$ cat src/rtl/pipe_maindec_if.sv
// pipe_maindec_if: control-plane bundle between the pipeline datapath and
// the main decoder.
//   master : drives op_d, valid_d, flush_e, clr_illegal and receives every
//            decoded control (Decode, E, M and W stage) plus the illegal status.
//   slave  : the decoder side of the same bundle.
// ALUOP_W and CNT_W must match the pipe_maindec instance that uses it.
interface pipe_maindec_if #(
  parameter int ALUOP_W = 3,
  parameter int CNT_W   = 8
);
  // Decode-stage request
  logic [5:0]         op_d;
  logic               valid_d;
  logic               flush_e;
  logic               clr_illegal;
  // Decode-stage combinational controls
  logic               branch_d;
  logic               bne_d;
  logic               jump_d;
  logic               illegal_d;
  // ID/EX
  logic               regwrite_e;
  logic               memtoreg_e;
  logic               memwrite_e;
  logic               alusrc_e;
  logic               regdst_e;
  logic               zeroext_e;
  logic               link_e;
  logic               valid_e;
  logic [ALUOP_W-1:0] aluop_e;
  // EX/MEM
  logic               regwrite_m;
  logic               memtoreg_m;
  logic               memwrite_m;
  logic               link_m;
  // MEM/WB
  logic               regwrite_w;
  logic               memtoreg_w;
  logic               link_w;
  // illegal-opcode status
  logic               illegal_sticky;
  logic [CNT_W-1:0]   illegal_cnt;

  modport master (
    output op_d, valid_d, flush_e, clr_illegal,
    input  branch_d, bne_d, jump_d, illegal_d,
    input  regwrite_e, memtoreg_e, memwrite_e, alusrc_e, regdst_e,
    input  zeroext_e, link_e, valid_e, aluop_e,
    input  regwrite_m, memtoreg_m, memwrite_m, link_m,
    input  regwrite_w, memtoreg_w, link_w,
    input  illegal_sticky, illegal_cnt
  );

  modport slave (
    input  op_d, valid_d, flush_e, clr_illegal,
    output branch_d, bne_d, jump_d, illegal_d,
    output regwrite_e, memtoreg_e, memwrite_e, alusrc_e, regdst_e,
    output zeroext_e, link_e, valid_e, aluop_e,
    output regwrite_m, memtoreg_m, memwrite_m, link_m,
    output regwrite_w, memtoreg_w, link_w,
    output illegal_sticky, illegal_cnt
  );
endinterface

$ cat src/rtl/pipe_maindec.sv
// pipe_maindec: MIPS main decoder with its ID/EX, EX/MEM and MEM/WB control
// registers.
//   clk   : rising-edge clock
//   reset : asynchronous active-low reset, clears every registered output
//   bus   : pipe_maindec_if.slave (opcode/valid/flush/clear in, controls out)
// Illegal or invalid opcodes produce an all-zero control word (a bubble),
// set illegal_sticky and bump a saturating illegal_cnt.
// Optional: define PIPE_MAINDEC_EXT_EN to decode bne/andi/ori/slti/jal;
// otherwise those opcodes are illegal and bne_d is tied low.
module pipe_maindec #(
  parameter int ALUOP_W = 3,
  parameter int CNT_W   = 8
) (
  input  logic           clk,
  input  logic           reset,
  pipe_maindec_if.slave  bus
);

  typedef struct packed {
    logic               regwrite;
    logic               memtoreg;
    logic               memwrite;
    logic               alusrc;
    logic               regdst;
    logic               zeroext;
    logic               link;
    logic [ALUOP_W-1:0] aluop;
  } ctrl_t;

  typedef struct packed {
    logic regwrite;
    logic memtoreg;
    logic memwrite;
    logic link;
  } ctrl_m_t;

  typedef struct packed {
    logic regwrite;
    logic memtoreg;
    logic link;
  } ctrl_w_t;

  localparam logic [ALUOP_W-1:0] ALU_ADD   = ALUOP_W'(3'd0);
  localparam logic [ALUOP_W-1:0] ALU_SUB   = ALUOP_W'(3'd1);
  localparam logic [ALUOP_W-1:0] ALU_FUNCT = ALUOP_W'(3'd2);
`ifdef PIPE_MAINDEC_EXT_EN
  localparam logic [ALUOP_W-1:0] ALU_AND   = ALUOP_W'(3'd3);
  localparam logic [ALUOP_W-1:0] ALU_OR    = ALUOP_W'(3'd4);
  localparam logic [ALUOP_W-1:0] ALU_SLT   = ALUOP_W'(3'd5);
`endif
  localparam logic [CNT_W-1:0]   CNT_MAX   = '1;

  ctrl_t   raw, ctrl_d, ctrl_e;
  ctrl_m_t ctrl_m;
  ctrl_w_t ctrl_w;
  logic    known, br_raw, jmp_raw, live_d;
  logic    valid_e;
  logic    illegal_ev;
  logic    sticky;
  logic [CNT_W-1:0] cnt;
`ifdef PIPE_MAINDEC_EXT_EN
  logic    bne_raw;
`endif

  // ---------------- Decode ----------------
  always_comb begin
    raw     = '0;
    br_raw  = 1'b0;
    jmp_raw = 1'b0;
    known   = 1'b1;
`ifdef PIPE_MAINDEC_EXT_EN
    bne_raw = 1'b0;
`endif
    case (bus.op_d)
      6'b000000: begin raw.regwrite = 1'b1; raw.regdst = 1'b1; raw.aluop = ALU_FUNCT; end
      6'b100011: begin
        raw.regwrite = 1'b1; raw.alusrc = 1'b1; raw.memtoreg = 1'b1; raw.aluop = ALU_ADD;
      end
      6'b101011: begin raw.alusrc = 1'b1; raw.memwrite = 1'b1; raw.aluop = ALU_ADD; end
      6'b000100: begin br_raw = 1'b1; raw.aluop = ALU_SUB; end
      6'b001000: begin raw.regwrite = 1'b1; raw.alusrc = 1'b1; raw.aluop = ALU_ADD; end
      6'b000010: jmp_raw = 1'b1;
`ifdef PIPE_MAINDEC_EXT_EN
      6'b000101: begin bne_raw = 1'b1; raw.aluop = ALU_SUB; end
      6'b001100: begin
        raw.regwrite = 1'b1; raw.alusrc = 1'b1; raw.zeroext = 1'b1; raw.aluop = ALU_AND;
      end
      6'b001101: begin
        raw.regwrite = 1'b1; raw.alusrc = 1'b1; raw.zeroext = 1'b1; raw.aluop = ALU_OR;
      end
      6'b001010: begin raw.regwrite = 1'b1; raw.alusrc = 1'b1; raw.aluop = ALU_SLT; end
      6'b000011: begin jmp_raw = 1'b1; raw.regwrite = 1'b1; raw.link = 1'b1; end
`endif
      default:   known = 1'b0;
    endcase
  end

  // Anything not a valid, decodable instruction becomes a clean bubble.
  assign live_d    = bus.valid_d & known;
  assign ctrl_d    = live_d ? raw : '0;

  assign bus.branch_d  = live_d & br_raw;
  assign bus.jump_d    = live_d & jmp_raw;
  assign bus.illegal_d = bus.valid_d & ~known;
`ifdef PIPE_MAINDEC_EXT_EN
  assign bus.bne_d     = live_d & bne_raw;
`else
  assign bus.bne_d     = 1'b0;
`endif

  // ---------------- Pipeline registers ----------------
  always_ff @(posedge clk or negedge reset) begin
    if (!reset) begin
      ctrl_e  <= '0;
      valid_e <= 1'b0;
      ctrl_m  <= '0;
      ctrl_w  <= '0;
    end else begin
      // flush beats everything: ID/EX takes a bubble
      ctrl_e  <= bus.flush_e ? '0   : ctrl_d;
      valid_e <= bus.flush_e ? 1'b0 : live_d;
      ctrl_m  <= '{regwrite: ctrl_e.regwrite, memtoreg: ctrl_e.memtoreg,
                   memwrite: ctrl_e.memwrite, link: ctrl_e.link};
      ctrl_w  <= '{regwrite: ctrl_m.regwrite, memtoreg: ctrl_m.memtoreg,
                   link: ctrl_m.link};
    end
  end

  // ---------------- Illegal-opcode status ----------------
  // A flushed Decode slot is re-presented next cycle, so it is not counted.
  assign illegal_ev = bus.illegal_d & ~bus.flush_e;

  always_ff @(posedge clk or negedge reset) begin
    if (!reset) begin
      sticky <= 1'b0;
      cnt    <= '0;
    end else if (illegal_ev) begin
      // a same-cycle clear restarts the count at this event
      sticky <= 1'b1;
      if (bus.clr_illegal)   cnt <= CNT_W'(1);
      else if (cnt != CNT_MAX) cnt <= cnt + CNT_W'(1);
    end else if (bus.clr_illegal) begin
      sticky <= 1'b0;
      cnt    <= '0;
    end
  end

  // ---------------- Outputs ----------------
  assign bus.regwrite_e     = ctrl_e.regwrite;
  assign bus.memtoreg_e     = ctrl_e.memtoreg;
  assign bus.memwrite_e     = ctrl_e.memwrite;
  assign bus.alusrc_e       = ctrl_e.alusrc;
  assign bus.regdst_e       = ctrl_e.regdst;
  assign bus.zeroext_e      = ctrl_e.zeroext;
  assign bus.link_e         = ctrl_e.link;
  assign bus.aluop_e        = ctrl_e.aluop;
  assign bus.valid_e        = valid_e;
  assign bus.regwrite_m     = ctrl_m.regwrite;
  assign bus.memtoreg_m     = ctrl_m.memtoreg;
  assign bus.memwrite_m     = ctrl_m.memwrite;
  assign bus.link_m         = ctrl_m.link;
  assign bus.regwrite_w     = ctrl_w.regwrite;
  assign bus.memtoreg_w     = ctrl_w.memtoreg;
  assign bus.link_w         = ctrl_w.link;
  assign bus.illegal_sticky = sticky;
  assign bus.illegal_cnt    = cnt;

endmodule
$ cat src/flat_wrapper.sv
// flat-port wrapper written by rule: the top's interface ports become plain ports
module pipe_maindec_flat 
#(
  parameter int ALUOP_W = 3,
  parameter int CNT_W   = 8
)
  (clk, reset, bus_op_d, bus_valid_d, bus_flush_e, bus_clr_illegal, bus_branch_d, bus_bne_d, bus_jump_d, bus_illegal_d, bus_regwrite_e, bus_memtoreg_e, bus_memwrite_e, bus_alusrc_e, bus_regdst_e, bus_zeroext_e, bus_link_e, bus_valid_e, bus_aluop_e, bus_regwrite_m, bus_memtoreg_m, bus_memwrite_m, bus_link_m, bus_regwrite_w, bus_memtoreg_w, bus_link_w, bus_illegal_sticky, bus_illegal_cnt);
  pipe_maindec_if #(.ALUOP_W(ALUOP_W), .CNT_W(CNT_W)) bus_i ();
  input  logic clk;
  input  logic reset;
  input wire logic [$bits(bus_i.op_d)-1:0] bus_op_d;
  input wire logic [$bits(bus_i.valid_d)-1:0] bus_valid_d;
  input wire logic [$bits(bus_i.flush_e)-1:0] bus_flush_e;
  input wire logic [$bits(bus_i.clr_illegal)-1:0] bus_clr_illegal;
  output wire logic [$bits(bus_i.branch_d)-1:0] bus_branch_d;
  output wire logic [$bits(bus_i.bne_d)-1:0] bus_bne_d;
  output wire logic [$bits(bus_i.jump_d)-1:0] bus_jump_d;
  output wire logic [$bits(bus_i.illegal_d)-1:0] bus_illegal_d;
  output wire logic [$bits(bus_i.regwrite_e)-1:0] bus_regwrite_e;
  output wire logic [$bits(bus_i.memtoreg_e)-1:0] bus_memtoreg_e;
  output wire logic [$bits(bus_i.memwrite_e)-1:0] bus_memwrite_e;
  output wire logic [$bits(bus_i.alusrc_e)-1:0] bus_alusrc_e;
  output wire logic [$bits(bus_i.regdst_e)-1:0] bus_regdst_e;
  output wire logic [$bits(bus_i.zeroext_e)-1:0] bus_zeroext_e;
  output wire logic [$bits(bus_i.link_e)-1:0] bus_link_e;
  output wire logic [$bits(bus_i.valid_e)-1:0] bus_valid_e;
  output wire logic [$bits(bus_i.aluop_e)-1:0] bus_aluop_e;
  output wire logic [$bits(bus_i.regwrite_m)-1:0] bus_regwrite_m;
  output wire logic [$bits(bus_i.memtoreg_m)-1:0] bus_memtoreg_m;
  output wire logic [$bits(bus_i.memwrite_m)-1:0] bus_memwrite_m;
  output wire logic [$bits(bus_i.link_m)-1:0] bus_link_m;
  output wire logic [$bits(bus_i.regwrite_w)-1:0] bus_regwrite_w;
  output wire logic [$bits(bus_i.memtoreg_w)-1:0] bus_memtoreg_w;
  output wire logic [$bits(bus_i.link_w)-1:0] bus_link_w;
  output wire logic [$bits(bus_i.illegal_sticky)-1:0] bus_illegal_sticky;
  output wire logic [$bits(bus_i.illegal_cnt)-1:0] bus_illegal_cnt;
  assign bus_i.op_d = bus_op_d;
  assign bus_i.valid_d = bus_valid_d;
  assign bus_i.flush_e = bus_flush_e;
  assign bus_i.clr_illegal = bus_clr_illegal;
  assign bus_branch_d = bus_i.branch_d;
  assign bus_bne_d = bus_i.bne_d;
  assign bus_jump_d = bus_i.jump_d;
  assign bus_illegal_d = bus_i.illegal_d;
  assign bus_regwrite_e = bus_i.regwrite_e;
  assign bus_memtoreg_e = bus_i.memtoreg_e;
  assign bus_memwrite_e = bus_i.memwrite_e;
  assign bus_alusrc_e = bus_i.alusrc_e;
  assign bus_regdst_e = bus_i.regdst_e;
  assign bus_zeroext_e = bus_i.zeroext_e;
  assign bus_link_e = bus_i.link_e;
  assign bus_valid_e = bus_i.valid_e;
  assign bus_aluop_e = bus_i.aluop_e;
  assign bus_regwrite_m = bus_i.regwrite_m;
  assign bus_memtoreg_m = bus_i.memtoreg_m;
  assign bus_memwrite_m = bus_i.memwrite_m;
  assign bus_link_m = bus_i.link_m;
  assign bus_regwrite_w = bus_i.regwrite_w;
  assign bus_memtoreg_w = bus_i.memtoreg_w;
  assign bus_link_w = bus_i.link_w;
  assign bus_illegal_sticky = bus_i.illegal_sticky;
  assign bus_illegal_cnt = bus_i.illegal_cnt;
  pipe_maindec #(.ALUOP_W(ALUOP_W), .CNT_W(CNT_W)) u_core (.clk(clk), .reset(reset), .bus(bus_i));
endmodule
$ cat config.mk
export PLATFORM = sky130hd
export DESIGN_NAME = pipe_maindec_flat
export DESIGN_NICKNAME = d
export VERILOG_FILES = /design/src/rtl/pipe_maindec_if.sv /design/src/rtl/pipe_maindec.sv /design/src/flat_wrapper.sv
export SDC_FILE = /design/constraint.sdc
export NUM_CORES = 1
export LEC_CHECK = 0
export CORE_MARGIN = 2
export CORE_UTILIZATION = 42
export CTS_CLUSTER_DIAMETER = 120
export CTS_CLUSTER_SIZE = 10
export DETAILED_ROUTE_END_ITERATION = 7
export PLACE_DENSITY = 0.78
export RECOVER_POWER = 50
export SLEW_MARGIN = 20
export SYNTH_ARGS = -nofsm -noshare
export SYNTH_HDL_FRONTEND = slang
export SYNTH_SLANG_ARGS = --single-unit
$ cat constraint.sdc
create_clock -name clk -period 2 [get_ports clk]
set_clock_uncertainty 0.2 [all_clocks]
set_input_delay 0.3 -clock clk [delete_from_list [all_inputs] [get_ports clk]]
set_output_delay 0.3 -clock clk [all_outputs]
set_load 0.01 [all_outputs]
==> results.sh, run 1 <==
export IMPL_status="finished, violations left"
export IMPL_violations="setup timing"
export IMPL_fin_crit_ns=2.01
export IMPL_place_congestion=0.826
export IMPL_fp_row_count=18
export IMPL_fillerInstances=203
export IMPL_die_y_um=54.3
export IMPL_powerDensity_nw_per_um2=485
export IMPL_port_buffers=35
export IMPL_ys_seq_elements=21
export IMPL_criticalPathCategory="primary input to output port"
export IMPL_critPathCapture="bus_jump_d"
export IMPL_slowest_delay_ns=0.53
export IMPL_initial_utilization_pct=43.7
export IMPL_die_area_um2=2950
export IMPL_r2r_setup_slack_ns=0.14
export IMPL_synth_top_area_share_pct=49.4
export IMPL_synth_largest_area_cell="dfrtp_1"
export IMPL_synth_flop_cell="dfrtp_1"
export IMPL_htree_levels=1
export IMPL_core_um2=2430
export IMPL_drt_initial_drc_count=21
export IMPL_grt_pass1_vias=923
export IMPL_finalPower_uw=768
export IMPL_worstMarginPinSlew_ns=1.10
export IMPL_cp_cell_sequence="buf_6 -> or4_4 -> a31oi_4 -> nand2_2 -> nor4_4 -> buf_2"
export IMPL_rr_worst_depth=5
export IMPL_antenna_found_initial=0
export IMPL_critPathRequiredTime_ns=1.50
export IMPL_hold_path_class="primary input to flip-flop"
export IMPL_grt_max_degree=22
export IMPL_yosysSeqAreaShare_pct=49.4
export IMPL_nNetsFinal=169
export IMPL_final_setup_worst_slack_ns=-0.0120
export IMPL_cts_sinks=21
export IMPL_ys_top_cells_by_area="dfrtp_1 (49%), buf_4 (4.9%), nand2b_1 (2.9%)"
export IMPL_dp_hpwl_um=1970
export IMPL_clk_latency_ns=0.30
export IMPL_vdd_drop_max_mv=0.315
export IMPL_dr_pass1_iters=4
export IMPL_avgSynthCellArea_um2=10.4
export IMPL_timing_rr_end="u_core.bus.illegal_cnt[6]"
export IMPL_ant_nets=0
export IMPL_clock_fmax_ghz=0.497
export IMPL_r2r_start="u_core.bus.illegal_cnt[1]"
export IMPL_relSlewSlack_pct=26.7
export IMPL_synthArstFlopShare_pct=100
export IMPL_cts_tree="yes"
export IMPL_hold_violations=0
export IMPL_overflow=0
export IMPL_drv_cap=0
export IMPL_routed_wl_um=2510
export IMPL_syn_to_final_growth_pct=48.9
export IMPL_via_per_inst=5.24
export IMPL_period_share_pct=101
export IMPL_synth_edff_count=0
export IMPL_routedWlPerCell_um=13.5
export IMPL_rsz0062_at_grt="yes"
export IMPL_crit_start="bus_op_d[5]"
export IMPL_final_core_util_pct=65.1
export IMPL_cts_buffers=3
export IMPL_synth_warnings=0
export IMPL_grt_pass1_wl_um=3840
export IMPL_cts_root_buf="clkbuf_4"
export IMPL_cp_start_kind="primary input"
export IMPL_cp_arrival_ns=1.51
export IMPL_synth_cell_type_count=38
export IMPL_crit_fanout=3
export IMPL_synthTopCellsByCount="dfrtp_1 (21), nor2_1 (8), buf_4 (7)"
export IMPL_syn_cell_area_um2=1060
export IMPL_cts_buffer_depth=2
export IMPL_fp_dieW_um=54.3
export IMPL_io_pins=42
export IMPL_crit_path_end_kind="output port"
export IMPL_synth_most_common_cell="dfrtp_1"
export IMPL_drc_errors=0
export IMPL_antennaDiodeCount=0
export IMPL_drv_slew=0
export IMPL_cp_slowest_cell="or4_4"
export IMPL_grt_total_usage_pct=17.9
export IMPL_layout_drive_gt1_share_pct=25.6
export IMPL_setup_viol=1
export IMPL_clk_pin_slew_ns=0.11
export IMPL_hold_depth=3
export IMPL_power_leakage_uw=0.000707
export IMPL_synthCells=102
export IMPL_vias=974
[metrics by stage]
stage | instances | setup WS, ns | hold slack [ns] | setup TNS, ns | cell area, um2
6_report | 186 | -0.0120 | 0.111 | -0.0120 | 1580
4_1_cts | 186 | -0.0636 | 0.140 | -0.0636 | 1590
2_1_floorplan | 107 | -0.0249 | -0.196 | -0.0249 | 1100
5_1_grt | 186 | -0.0527 | 0.113 | -0.0527 | 1580
3_3_place_gp | 181 | -0.816 | 0.161 | -6.83 | 1550
3_5_place_dp | 181 | -0.864 | 0.168 | -7.61 | 1550
[cells by family (layout without fill, tap and decap cells)]
kind of cell	after synthesis	in the layout	share of synthesized area [%]
adder cells (fa/ha/maj)	1	1	1.18
AO/OA/AOI/OAI	17	17	12.2
multiplexers	2	2	2.00
buffers and inverters	15	64	8.47
flip-flops	21	21	49.4
AND/OR/NAND/NOR	45	45	26.4
other	1	6	0.353
[layout make-up]
class	instances	area, um2	area share, %
flip-flops and latches	21	526	33.2
repair buffers	54	473	29.9
clock inverters	1	5.00	0.316
well taps	30	37.5	2.37
clock buffers	3	22.5	1.42
multi-input cells	71	498	31.4
inverters	6	22.5	1.42
[layer usage]
metal / vias to the layer above / wire length (um) / GRT usage, % / part of all wire, %
met5: - / 0 / 0 / 0
met4: 0 / 35 / 7.08 / 1.4
met3: 4 / 173 / 1.91 / 6.9
met2: 47 / 1300 / 33.1 / 52
met1: 459 / 1000 / 20.9 / 40
li1: 464 / - / - / -
[cells in the final DEF (no fill, tap or decap), types with 3 or more instances in the layout]
| master | count |
|---|---|
| a21oi_1 | 5 |
| inv_1 | 6 |
| nand2_1 | 3 |
| nand3_1 | 3 |
| nor3_1 | 3 |
| conb_1 | 6 |
| nor2_1 | 8 |
| clkdlybuf4s50_1 | 20 |
| buf_4 | 15 |
| buf_6 | 3 |
| o21ai_0 | 3 |
| dlygate4sd3_1 | 6 |
| nand2b_1 | 5 |
| clkbuf_4 | 3 |
| dfrtp_1 | 21 |
| buf_2 | 5 |
[how the worst min path moves through the flow]
stage | slack (ns) | startpoint | to
6_report | 0.11 | bus_op_d[2] | u_core.bus.regdst_e
5_1_grt | 0.11 | bus_op_d[2] | u_core.bus.regdst_e
4_1_cts | 0.14 | reset | u_core.bus.illegal_cnt[0]
3_5_place_dp | 0.17 | u_core.bus.regwrite_m | u_core.bus.regwrite_w
3_3_place_gp | 0.16 | u_core.bus.memwrite_e | u_core.bus.memwrite_m
2_1_floorplan | -0.20 | reset | u_core.bus.aluop_e[0]
[worst max-delay path: cells and delay by family]
| kind | cells | cell delay, ns |
|---|---|---|
| simple gates | 3 | 0.76 |
| compound gates | 1 | 0.18 |
| buf+inv | 2 | 0.27 |
[power breakdown]
part | internal (uW) | leakage [uW] | switching, uW
logic | 64.7 | 0.000399 | 66.0
clock network | 74.5 | 0.0000177 | 128
registers | 430 | 0.000290 | 4.41
[registers in the layout, indices dropped and copies added, names as in the netlist]
name,flops
u_core.bus.alusrc_e,1
u_core.bus.regwrite_e,1
u_core.bus.memwrite_e,1
u_core.bus.regwrite_m,1
u_core.bus.illegal_sticky,1
u_core.bus.memtoreg_w,1
u_core.bus.illegal_cnt,8
u_core.bus.memwrite_m,1
u_core.bus.regdst_e,1
u_core.bus.memtoreg_e,1
u_core.bus.valid_e,1
u_core.bus.regwrite_w,1
u_core.bus.memtoreg_m,1
u_core.bus.aluop_e,1
[repair_timing]
item	CTS	global route
buffers inserted	1	0
endpoints found under the setup margin	10	3
hold buffers	0	0
pin swaps	6	3
resized for setup	35	3
hold endpoints to repair	0	0
No activity file was read; power rests on OpenSTA's default activity.
==> run 2, diff against run 1 <==
--- a/config.mk
+++ b/config.mk
@@ -5,8 +5,10 @@
 export SDC_FILE = /design/constraint.sdc
 export NUM_CORES = 1
 export LEC_CHECK = 0
+export CELL_PAD_IN_SITES_DETAIL_PLACEMENT = 2
+export CELL_PAD_IN_SITES_GLOBAL_PLACEMENT = 2
 export CORE_MARGIN = 2
-export CORE_UTILIZATION = 42
+export CORE_UTILIZATION = 25
 export CTS_CLUSTER_DIAMETER = 120
 export CTS_CLUSTER_SIZE = 10
 export DETAILED_ROUTE_END_ITERATION = 7
==> run 2 against run 1 <==
The flow now finishes without violations. Fmax is 0.97% higher. Combinational power is 6% higher. Sequential share of layout area is 1.7 points lower. Non-clock buffer count is 4 higher. Largest cell class unchanged.
==> results.sh, run 2 (synthesis gave the netlist of run 1 again) <==
export IMPL_status="finished clean"
export IMPL_cts_buffers=3
export IMPL_routed_wl_um=3240
export IMPL_worstMarginPinSlew_ns=1.10
export IMPL_final_setup_worst_slack_ns=0.00722
export IMPL_rr_worst_depth=6
export IMPL_hold_path_class="flip-flop to flip-flop"
export IMPL_clk_latency_ns=0.26
export IMPL_die_area_um2=4790
export IMPL_powerDensity_nw_per_um2=513
export IMPL_hold_end="u_core.bus.regwrite_w"
export IMPL_cp_slowest_cell="or4_4"
export IMPL_htree_levels=1
export IMPL_routedWlPerCell_um=15.4
export IMPL_vdd_drop_max_mv=0.189
export IMPL_grt_max_degree=22
export IMPL_fp_dieW_um=69.2
export IMPL_vias=1004
export IMPL_core_um2=4060
export IMPL_antenna_found_initial=0
export IMPL_die_y_um=69.2
export IMPL_clk_pin_slew_ns=0.07
export IMPL_place_congestion=0.742
export IMPL_cts_sinks=21
export IMPL_r2r_start="u_core.bus.illegal_cnt[1]"
export IMPL_drt_initial_drc_count=48
export IMPL_grt_total_usage_pct=14.5
export IMPL_initial_utilization_pct=26.2
export IMPL_cp_start_kind="primary input"
export IMPL_critPathRequiredTime_ns=1.50
export IMPL_dr_pass1_iters=4
export IMPL_layout_drive_gt1_share_pct=28.7
export IMPL_finalPower_uw=857
export IMPL_drv_cap=0
export IMPL_cp_cell_sequence="buf_6 -> or4_4 -> a31oi_4 -> nand2_2 -> nor4_4 -> buf_2"
export IMPL_fp_row_count=23
export IMPL_timing_rr_end="u_core.bus.illegal_cnt[6]"
export IMPL_layout_commonest_cell="dfrtp_1"
export IMPL_via_per_inst=4.78
export IMPL_setup_viol=0
export IMPL_nNetsFinal=173
export IMPL_drc_errors=0
export IMPL_criticalPathCategory="primary input to output port"
export IMPL_antennaDiodeCount=0
export IMPL_dp_hpwl_um=2540
export IMPL_grt_pass1_wl_um=5550
export IMPL_fillerInstances=436
export IMPL_hold_violations=0
export IMPL_drv_slew=0
export IMPL_largest_register_ffs=8
export IMPL_syn_to_final_growth_pct=57.1
export IMPL_period_share_pct=99.6
export IMPL_crit_path_end_kind="output port"
export IMPL_slowest_delay_ns=0.53
export IMPL_rsz0062_at_grt="yes"
export IMPL_pre_cts_slack_ns=-0.898
export IMPL_relSlewSlack_pct=26.4
export IMPL_worstHoldStart="u_core.bus.regwrite_m"
export IMPL_power_leakage_uw=0.000736
export IMPL_r2r_setup_slack_ns=0.20
export IMPL_fin_crit_ns=1.99
export IMPL_clock_fmax_ghz=0.502
export IMPL_hold_depth=0
export IMPL_grt_pass1_vias=1125
export IMPL_overflow=0
export IMPL_final_cell_mix="dfrtp_1 (21), buf_4 (20), clkdlybuf4s50_1 (19)"
export IMPL_cts_tree="yes"
export IMPL_crit_fanout=3
export IMPL_cts_root_buf="clkbuf_8"
export IMPL_port_buffers=35
export IMPL_cts_buffer_depth=2
export IMPL_cp_arrival_ns=1.49
export IMPL_io_pins=42
export IMPL_ant_nets=0
## run 2: worst max path at each step
stage | cells after the start | startpoint | to
after floorplan | 5 | bus_op_d[2] | bus_jump_d
after global placement | 6 | bus_op_d[2] | bus_jump_d
after detailed placement | 6 | bus_op_d[2] | bus_jump_d
after CTS | 6 | bus_op_d[5] | bus_jump_d
after global routing | 6 | bus_op_d[5] | bus_jump_d
final | 6 | bus_op_d[5] | bus_jump_d
## run 2: through the flow
| step | util, % | hold WS, ns | instance area, um2 | std cells | setup TNS, ns |
|---|---|---|---|---|---|
| floorplan | - | -0.196 | 1100 | 107 | -0.0249 |
| global placement | 39.4 | 0.161 | 1600 | 204 | -7.25 |
| detailed placement | 39.4 | 0.162 | 1600 | 204 | -8.46 |
| CTS | 41.3 | 0.179 | 1680 | 210 | -0.0819 |
| global route | 41.2 | 0.184 | 1670 | 210 | -0.0576 |
| finish | 41.2 | 0.177 | 1670 | 210 | 0 |
## run 2: metal layers
layer	up-vias	wire length, um	global-route usage, %
li1	472	-	-
met1	500	1330	16.9
met2	28	1730	26.8
met3	4	114	0.727
met4	0	63	7.19
met5	-	0	0
## run 2: cell type report
cell class,instances,area [um2],area share (%)
flip-flops and latches,21,526,31.5
repair buffers,58,502,30.0
well taps,50,62.6,3.75
multi-input cells,71,512,30.6
clock inverters,1,5.00,0.300
clock buffers,3,41.3,2.47
inverters,6,22.5,1.35
## run 2: worst max-delay path, delay by kind of cell
| family | cells | cell delay, ns |
|---|---|---|
| AO/OA/AOI/OAI | 1 | 0.17 |
| buffers and inverters | 2 | 0.26 |
| AND/OR/NAND/NOR | 3 | 0.76 |
## run 2: timing repair
item | CTS | global route
setup buffers | 2 | 1
gates resized for setup | 40 | 2
endpoints found under the setup margin | 19 | 6
pin swaps | 6 | 2
hold buffers | 0 | 0
endpoints found under the hold margin | 0 | 0
## run 2: report_power, final
group | switching (uW) | total, uW | internal (uW)
Clock | 145 | 284 | 139
Combinational | 71.7 | 139 | 67.2
Sequential | 3.38 | 434 | 430
==> run 3, diff against run 2 <==
--- a/config.mk
+++ b/config.mk
@@ -12,6 +12,7 @@
 export CTS_CLUSTER_DIAMETER = 120
 export CTS_CLUSTER_SIZE = 10
 export DETAILED_ROUTE_END_ITERATION = 7
+export GPL_ROUTABILITY_DRIVEN = 0
 export PLACE_DENSITY = 0.78
 export RECOVER_POWER = 50
 export SLEW_MARGIN = 20
==> results of run 3 <==
The final DEF is identical to that of run 2; final timing and power are the same.
